## src/rtl/mux2_1bit.sv

```systemverilog
// mux2_1bit -- combinational single-bit 2:1 multiplexer.
//   in0 : selected when sel = 0
//   in1 : selected when sel = 1
//   sel : select
//   out : selected bit
module mux2_1bit (
  input  logic in0,
  input  logic in1,
  input  logic sel,
  output logic out
);

  assign out = sel ? in1 : in0;

endmodule

```

## src/rtl/mux2_64bit.sv

```systemverilog
// mux2_64bit -- WIDTH-lane 2:1 word selector with a registered output.
//   clk : rising-edge clock
//   rst : synchronous active-high reset, clears f
//   w   : 2*WIDTH packed operand pairs; lane i = {w[2i+1], w[2i]}
//   s   : shared select, 0 -> even bit of each pair, 1 -> odd bit
//   f   : registered selected word, f[0] = lane 0
module mux2_64bit #(
  parameter int unsigned WIDTH = 64
) (
  input  logic               clk,
  input  logic               rst,
  input  logic [2*WIDTH-1:0] w,
  input  logic               s,
  output logic [WIDTH-1:0]   f
);

  logic [WIDTH-1:0] sel_word;

  for (genvar i = 0; i < WIDTH; i++) begin : g_lane
    mux2_1bit u_mux (
      .in0 (w[2*i]),
      .in1 (w[2*i+1]),
      .sel (s),
      .out (sel_word[i])
    );
  end

  always_ff @(posedge clk) begin
    if (rst) begin
      f <= '0;
    end else begin
      f <= sel_word;
    end
  end

endmodule

```

## config.mk

```make
export PLATFORM = sky130hd
export DESIGN_NAME = mux2_64bit
export DESIGN_NICKNAME = d
export VERILOG_FILES = /design/src/rtl/mux2_1bit.sv /design/src/rtl/mux2_64bit.sv
export SDC_FILE = /design/constraint.sdc
export NUM_CORES = 1
export LEC_CHECK = 0
export ABC_AREA = 1
export CAP_MARGIN = 20
export CORE_MARGIN = 2
export CORE_UTILIZATION = 35
export CTS_CLUSTER_SIZE = 14
export DETAILED_ROUTE_END_ITERATION = 10
export PLACE_DENSITY = 0.82
export SYNTH_ARGS = -nofsm -noshare
export SYNTH_HDL_FRONTEND = slang
export SYNTH_SLANG_ARGS = --single-unit
```

## constraint.sdc

```tcl
create_clock -name clk -period 2 [get_ports clk]
set_input_delay 0.4 -clock clk [delete_from_list [all_inputs] [get_ports clk]]
set_output_delay 0.4 -clock clk [all_outputs]
set_load 0.02 [all_outputs]
```

* Word-level counts from Yosys, hierarchy flattened
Index checks and enable logic that the tools add are counted.
** Storage, ports and cells
- Flip-flop bits (word level) :: 64
- Output and inout port bits :: 64
** Cells by class
- Mux-type cells :: 64
** Operator list (count)
- 1-bit two-way mux :: 64

* Logic depth before layout (Yosys ltp)
Gate-level depths: netlist (run 1).
- Word-level depth :: 1
- Mapped depth :: 5

* By module
A second synthesis (run 1) with hierarchy kept.
** Unflattened totals
- Cells, all modules :: 455
- Area, all modules :: 2801.4 µm²
** By module, submodules not included
- mux2_64bit :: times used 1, cells each 199, area each 1840.5 µm², sequential area each 1281.2 µm²
- mux2_1bit :: times used 64, cells each 4, area each 15.0 µm², sequential area each 0.0 µm²

* Least setup slack after synthesis (run 1)
Ideal clock, no wire load.
- Path type :: in2reg
- Start point :: input port s
- End point :: register f[26]
- Library setup time :: 0.113 ns
- Arrival :: 0.814 ns
- Required time :: 1.887 ns
- Path slack :: 1.074 ns
- Cell stages on the path :: 5
- Cell sequence :: buf_6 buf_4 nand2_1 nand2_1 nor2_1
** Between the ends
- Longest elaborated chain between the ends :: 1
** RTL lines
- from (decl) :: line mux2_64bit.sv:13 : input logic s,
- 1-bit two-way mux :: line mux2_1bit.sv:13 : assign out = sel ? in1 : in0;
- to (signal assigned) :: line mux2_64bit.sv:32 : f <= sel_word;
- to (decl) :: line mux2_64bit.sv:14 : output logic [WIDTH-1:0] f
No other way between the ends.
A chain may end at the register's enable or synchronous reset.

* Worst setup path after layout (run 1)
- Start point :: register f[18]
- End point :: output port f[18]
No word-level cell between the ends.

==> parameters.txt, run 1 <==
Parameter                              Value

GRT
  Total GRT Usage    approximately 18%
  Antenna violations before repair    0
  Wire length of the first global-routing pass    12090 um
  Maximum number of pins on one net before global-route repair    127
  Number of global-route vias before repair    2800
  Aggregate global routing overflow    0

Placement
  Final RePlAce weighted congestion    0.7834
  Dpl cell area    4589 um2
  Count of port buffers added during placement    a little under 200
  Worst setup slack after placement    about 540 ps
  DP Wirelength    between 5000 and 6000 um

Power
  Power density normalized to cell area    679.6 nW/um2
  Post-layout power    3.254 mW
  Static Leak    2.365 nW
  Worst voltage drop across the vdd grid    369.5 uV

Logic synthesis
  Nets in the synthesized netlist    536
  Synthesized-area fraction occupied by and/or/nand/nor cells    36.04%
  Share of the synthesized area in compound gates (AO/OA/AOI/OAI)    0%
  Synthesized-area fraction occupied by xor and xnor cells    0%
  Number of warnings printed during yosys synthesis    0
  Cell type with the largest total area after synthesis    dfxtp_1
  Part of the Yosys area used for sequential elements    48.05%
  Number of standard cells after synthesis    approximately 400
  Dominant combinational cell family by area after synthesis    simple AND/OR/NAND/NOR gates
  Post-synth top area share    48.05%
  Mean cell area of the mapped netlist    6.583 um2
  Netlist area before placement    2666 um2
  Share of cell area taken by muxes after synthesis    0%
  Adder-cell share of the synthesized area    0%
  Leading post-synthesis cells by cell area    dfxtp_1, nand2_1, nor2_1
  Post-synthesis cell type count    8
  Flip-flop and latch count after synthesis    64

Timing
  Share of the clock period used by the worst path after layout    between 80% and 90%
  Maximum frequency from static timing analysis    slightly above 600 MHz
  Minimum clock period after layout    1651 ps
  Number of endpoints with negative hold slack in the final report    0
  Final TNS setup    0 ps
  Worst-case hold slack    361.6 ps
  Slew at the pin with the worst max-slew slack    504.2 ps
  RSZ-0062 raised after global routing    no
  Final setup violation count    0
  Final worst-path setup slack    about 350 ps
  Fin. max-slew vios    0
  Worst relative slew slack    66.39%

Setup path
  Delay of the slowest cell on the worst path    630 ps
  CP Buf/Inv Count    1
  Arrival time reported for the critical path endpoint    ~1300 ps
  Category of the most critical setup path    reg2out
  Category of the worst setup path capture point    output port
  Crit path max fanout    1
  Kind of start point of the critical path    flip-flop
  Crit path max-delay cell type    clkdlybuf4s50_1
  Critical path's top delay family    buffers and inverters
  List of cells traversed by the critical path    clkdlybuf4s50_1
  Required time at the worst-slack endpoint    1600 ps

Floorplanning
  Area of the die    8332 um2
  Height of the chip    91.28 um
  Number of top-level design ports    195
  Die X    91.28 um
  Placeable core region    7331 um2
  Standard-cell row count    31
  Starting utilization of the core area    a little over a third

CTS
  Setup Fix Bufs, Post-CTS    0
  Clock tree sinks    64
  CTS Root Buffer Type    clkbuf_8
  CTS clock-pin slew for the worst setup and hold paths    60 ps
  Max Buffers Root-to-Sink    2
  CTS tree    yes
  Total CTS buffers    9
  CTS Hold Buffers Added    0
  Total of cells resized after clock tree synthesis    0
  Number of H-tree levels    3

Cells and area
  Largest registers    f: 64 flops
  Fillers    between 600 and 700
  Post-synthesis to final-layout area growth    79.59%
  Multi-input logic area    960.9 um2
  Post-route design area    around 4800 um2
  Register with the highest flop count    f
  Layout cell share with drive strength beyond 1    3.015%
  Post-layout net count    around 720
  ANT cells    0
  Register Area    1281 um2
  Flip-flop count of the largest register after layout    64

Route
  Iteration-0 DRC Markers    69
  Total wire length after detailed routing    7497 um
  Drc violations    0
  Detail Route Antenna Nets    0
  Vias per std cell    ~4.1
  Total iterations of the first detailed-routing run    4
  Vias after detailed routing    2859
  Detailed-route wire length per cell    10.77 um

Status
  Run status    finished clean

Flow run
  Maximum Capacitance Violations    0

Worst hold path
  Worst min path class    in2reg
==> report_power, final <==
| group | switching, mW | internal (mW) |
|---|---|---|
| sequential | 0.0224 | 1.36 |
| combinational | 0.328 | 0.440 |
| clock | 0.457 | 0.641 |
==> layer usage <==
layer,global-route usage [%],vias to the layer above,routed length (um)
met3,5.726,22,620
met5,0,-,0
met1,18.07,1209,2861
met4,10.35,0,263
met2,32.96,121,3752
li1,-,1507,-
==> Yosys cell counts <==
cell	instances
inv_1	64
dfxtp_1	64
buf_6	12
inv_2	1
buf_4	2
nand2_1	128
nor2_1	128
buf_2	6
==> worst paths after layout <==
kind / startpoint / end / slack, ps / cells after the start
setup / recovery: f[18] / f[18] / 350 / 1
hold / removal: s / f[10] / 360 / 3
==> cell type report <==
type                       instances  share of cell area, %
clock buffer                      13                  3.319
tap                               99                  2.587
clock inverter                     3                 0.8362
timing repair buffer             196                  41.34
sequential                        64                  26.76
inverter                          65                  5.095
multi-input combinational        256                  20.07
==> layout by cell type (no fill, tap or decap), drive strengths merged <==
| master | instances |
|---|---|
| buf | 3 |
| clkbuf | 13 |
| inv | 65 |
| dfxtp | 64 |
| nand2 | 128 |
| bufinv | 1 |
| nor2 | 128 |
| clkinv | 2 |
| clkdlybuf4s50 | 193 |
==> per-stage QoR <==
step           utilization (%)  cells
3_3_place_gp             62.60    680
6_report                 65.32    696
5_1_grt                  65.32    696
4_1_cts                  65.32    696
2_1_floorplan                -    405
3_5_place_dp             62.60    680
==> logic make-up (layout without fill, tap and decap cells) <==
kind of cell | Yosys count | count (layout)
AND/OR/NAND/NOR | 256 | 256
flip-flops | 64 | 64
buffers and inverters | 85 | 277
Power figures use the tool's default switching activity.
==> run 2, diff against run 1 <==
--- a/config.mk
+++ b/config.mk
@@ -8,10 +8,10 @@
 export ABC_AREA = 1
 export CAP_MARGIN = 20
 export CORE_MARGIN = 2
-export CORE_UTILIZATION = 35
+export CORE_UTILIZATION = 34
 export CTS_CLUSTER_SIZE = 14
 export DETAILED_ROUTE_END_ITERATION = 10
-export PLACE_DENSITY = 0.82
+export PLACE_DENSITY = 0.8
 export SYNTH_ARGS = -nofsm -noshare
 export SYNTH_HDL_FRONTEND = slang
 export SYNTH_SLANG_ARGS = --single-unit
==> constraint.sdc (replaced) <==
create_clock -name clk -period 1.6 [get_ports clk]
set_input_delay 0.32 -clock clk [delete_from_list [all_inputs] [get_ports clk]]
set_output_delay 0.32 -clock clk [all_outputs]
set_load 0.02 [all_outputs]
==> run 2 against run 1 <==
- global-route usage decreased by 1.3 points
- total power rose by 28%
- critical path type unchanged
- die area up 2.8%
- critical path depth is the same
- sequential power increased by 24%
- cell area increased by 2.6%
==> parameters.txt, run 2 (synthesis gave the netlist of run 1 again) <==
Parameter                              Value

Cells and area
  Register Area    ~1300 um2
  Post-layout net count    about 730
  Layout cell share with drive strength beyond 1    ~3.7%
  Largest registers    f: 64 flops
  Multi-input logic area    960.9 um2
  Fillers    674
  ANT cells    0
  Finished Core Util    64.25%
  Flip-flop count of the largest register after layout    between 60 and 70
  Register with the highest flop count    f
  Post-synthesis to final-layout area growth    84.28%
  Most common cell after layout, fill and taps aside    clkdlybuf4s50_1
  Commonest non-fill, non-tap cells in the layout    clkdlybuf4s50_1, nor2_1, nand2_1

Flow run
  Maximum Capacitance Violations    0

CTS
  Max Buffers Root-to-Sink    2
  CTS clock-pin slew for the worst setup and hold paths    70 ps
  CTS tree    yes
  Number of H-tree levels    3
  Total CTS buffers    9
  Clock tree sinks    64
  CTS Root Buffer Type    clkbuf_8

Power
  Worst voltage drop across the vdd grid    629.0 uV
  Post-layout power    around 4.2 mW
  Sequential group share of total power    41.7%
  Pint    3.145 mW
  Part of the total power dissipated in the clock network    35.1%
  Switching Share    24.41%
  Share of power burned in combinational logic    23.2%
  Static Leak    2.753 nW
  Power density normalized to cell area    846.7 nW/um2
  Net Switching    roughly 1 mW

Floorplanning
  Die X    92.56 um
  Area of the die    8566 um2
  Number of top-level design ports    195
  Standard-cell row count    32
  Height of the chip    a little over 90 um
  Placeable core region    7647 um2
  Starting utilization of the core area    approximately a third

Setup path
  Crit path max fanout    1
  CP Buf/Inv Count    1
  Crit path max-delay cell type    clkdlybuf4s50_1
  List of cells traversed by the critical path    clkdlybuf4s50_1
  Category of the worst setup path capture point    output port
  Kind of start point of the critical path    flip-flop
  Required time at the worst-slack endpoint    between 1000 and 1500 ps
  Critical path origin    f[63]
  Category of the most critical setup path    reg2out
  Delay of the slowest cell on the worst path    a little over 600 ps
  Arrival time reported for the critical path endpoint    between 1000 and 1500 ps
  Critical path's top delay family    buffers and inverters
  Capture point of the worst path    f[63]
  Levels on crit path    1

Timing
  RSZ-0062 raised after global routing    no
  Minimum clock period after layout    1562 ps
  Worst relative slew slack    79.29%
  Final TNS setup    0 ps
  Worst-case hold slack    about 420 ps
  Final setup violation count    0
  Maximum frequency from static timing analysis    between 600 and 700 MHz
  Fin. max-slew vios    0
  Share of the clock period used by the worst path after layout    97.66%
  Slew at the pin with the worst max-slew slack    around 310 ps
  Number of endpoints with negative hold slack in the final report    0

GRT
  Aggregate global routing overflow    0
  Antenna violations before repair    0
  Wire length of the first global-routing pass    11410 um
  Number of global-route vias before repair    2680
  Maximum number of pins on one net before global-route repair    65
  Total GRT Usage    16.86%

Route
  Drc violations    0
  Detailed-route wire length per cell    10.91 um
  Total iterations of the first detailed-routing run    5
  Vias per std cell    4.091
  Detail Route Antenna Nets    0
  Total wire length after detailed routing    between 7000 and 8000 um
  Iteration-0 DRC Markers    47
  Vias after detailed routing    around 2900

Status
  Run status    finished clean

Placement
  Count of port buffers added during placement    194
  DP Wirelength    5774 um
  Final RePlAce weighted congestion    0.7869

Worst hold path
  Worst min path class    in2reg
-- run 2: how the worst min path moves through the flow --
stage	start	depth (start not counted)	endpoint	slack, ps
floorplan	w[0]	2	f[0]	450
global placement	s	3	f[10]	760
CTS	s	3	f[10]	400
global route	s	3	f[10]	420
finish	s	3	f[10]	420
detailed placement	s	3	f[10]	750
-- run 2: power by group through the flow --
| stage | clock network, mW | logic, mW | registers [mW] |
|---|---|---|---|
| floorplan | 0 | 0.264 | 1.92 |
| global placement | 0 | 0.964 | 1.77 |
| detailed placement | 0 | 0.978 | 1.77 |
| CTS | 1.51 | 0.982 | 1.74 |
| global route | 1.59 | 1.04 | 1.74 |
| finish | 1.46 | 0.965 | 1.73 |
-- run 2: cell type report --
cell class | instances | share of cell area [%]
repair buffers | 199 | 42.37
flip-flops and latches | 64 | 26.08
multi-input cells | 256 | 19.56
inverters | 65 | 4.966
clock buffers | 14 | 3.718
well taps | 102 | 2.597
clock inverters | 2 | 0.7130
-- run 2: routing by layer --
layer  share of wire, %  global-route usage (%)  vias to the layer above
met2                 52                   32.48                      112
met3                8.4                   6.021                       12
met5                  0                       0                        -
met4                1.6                   6.219                        0
li1                   -                       -                     1514
met1                 38                   16.27                     1234
-- run 2: per-stage QoR --
step / cells / setup WS [ps] / cell area (um2)
floorplan: 405 / 753.6 / 2666
global placement: 686 / 269.7 / 4628
detailed placement: 686 / 225.0 / 4628
CTS: 702 / 3.983 / 4846
global route: 702 / 0.7867 / 4913
finish: 702 / 37.51 / 4913
-- run 2: what timing repair did --
| action | CTS | global route |
|---|---|---|
| setup endpoints to repair | 0 | 27 |
| hold buffers | 0 | 0 |
| setup buffers | 0 | 0 |
| resized for setup | 0 | 27 |
==> run 3, diff against run 2 <==
--- a/config.mk
+++ b/config.mk
@@ -15,3 +15,4 @@
 export SYNTH_ARGS = -nofsm -noshare
 export SYNTH_HDL_FRONTEND = slang
 export SYNTH_SLANG_ARGS = --single-unit
+export TNS_END_PERCENT = 10
==> results of run 3 <==
No change in the layout: final DEF, timing and power equal those of run 2.
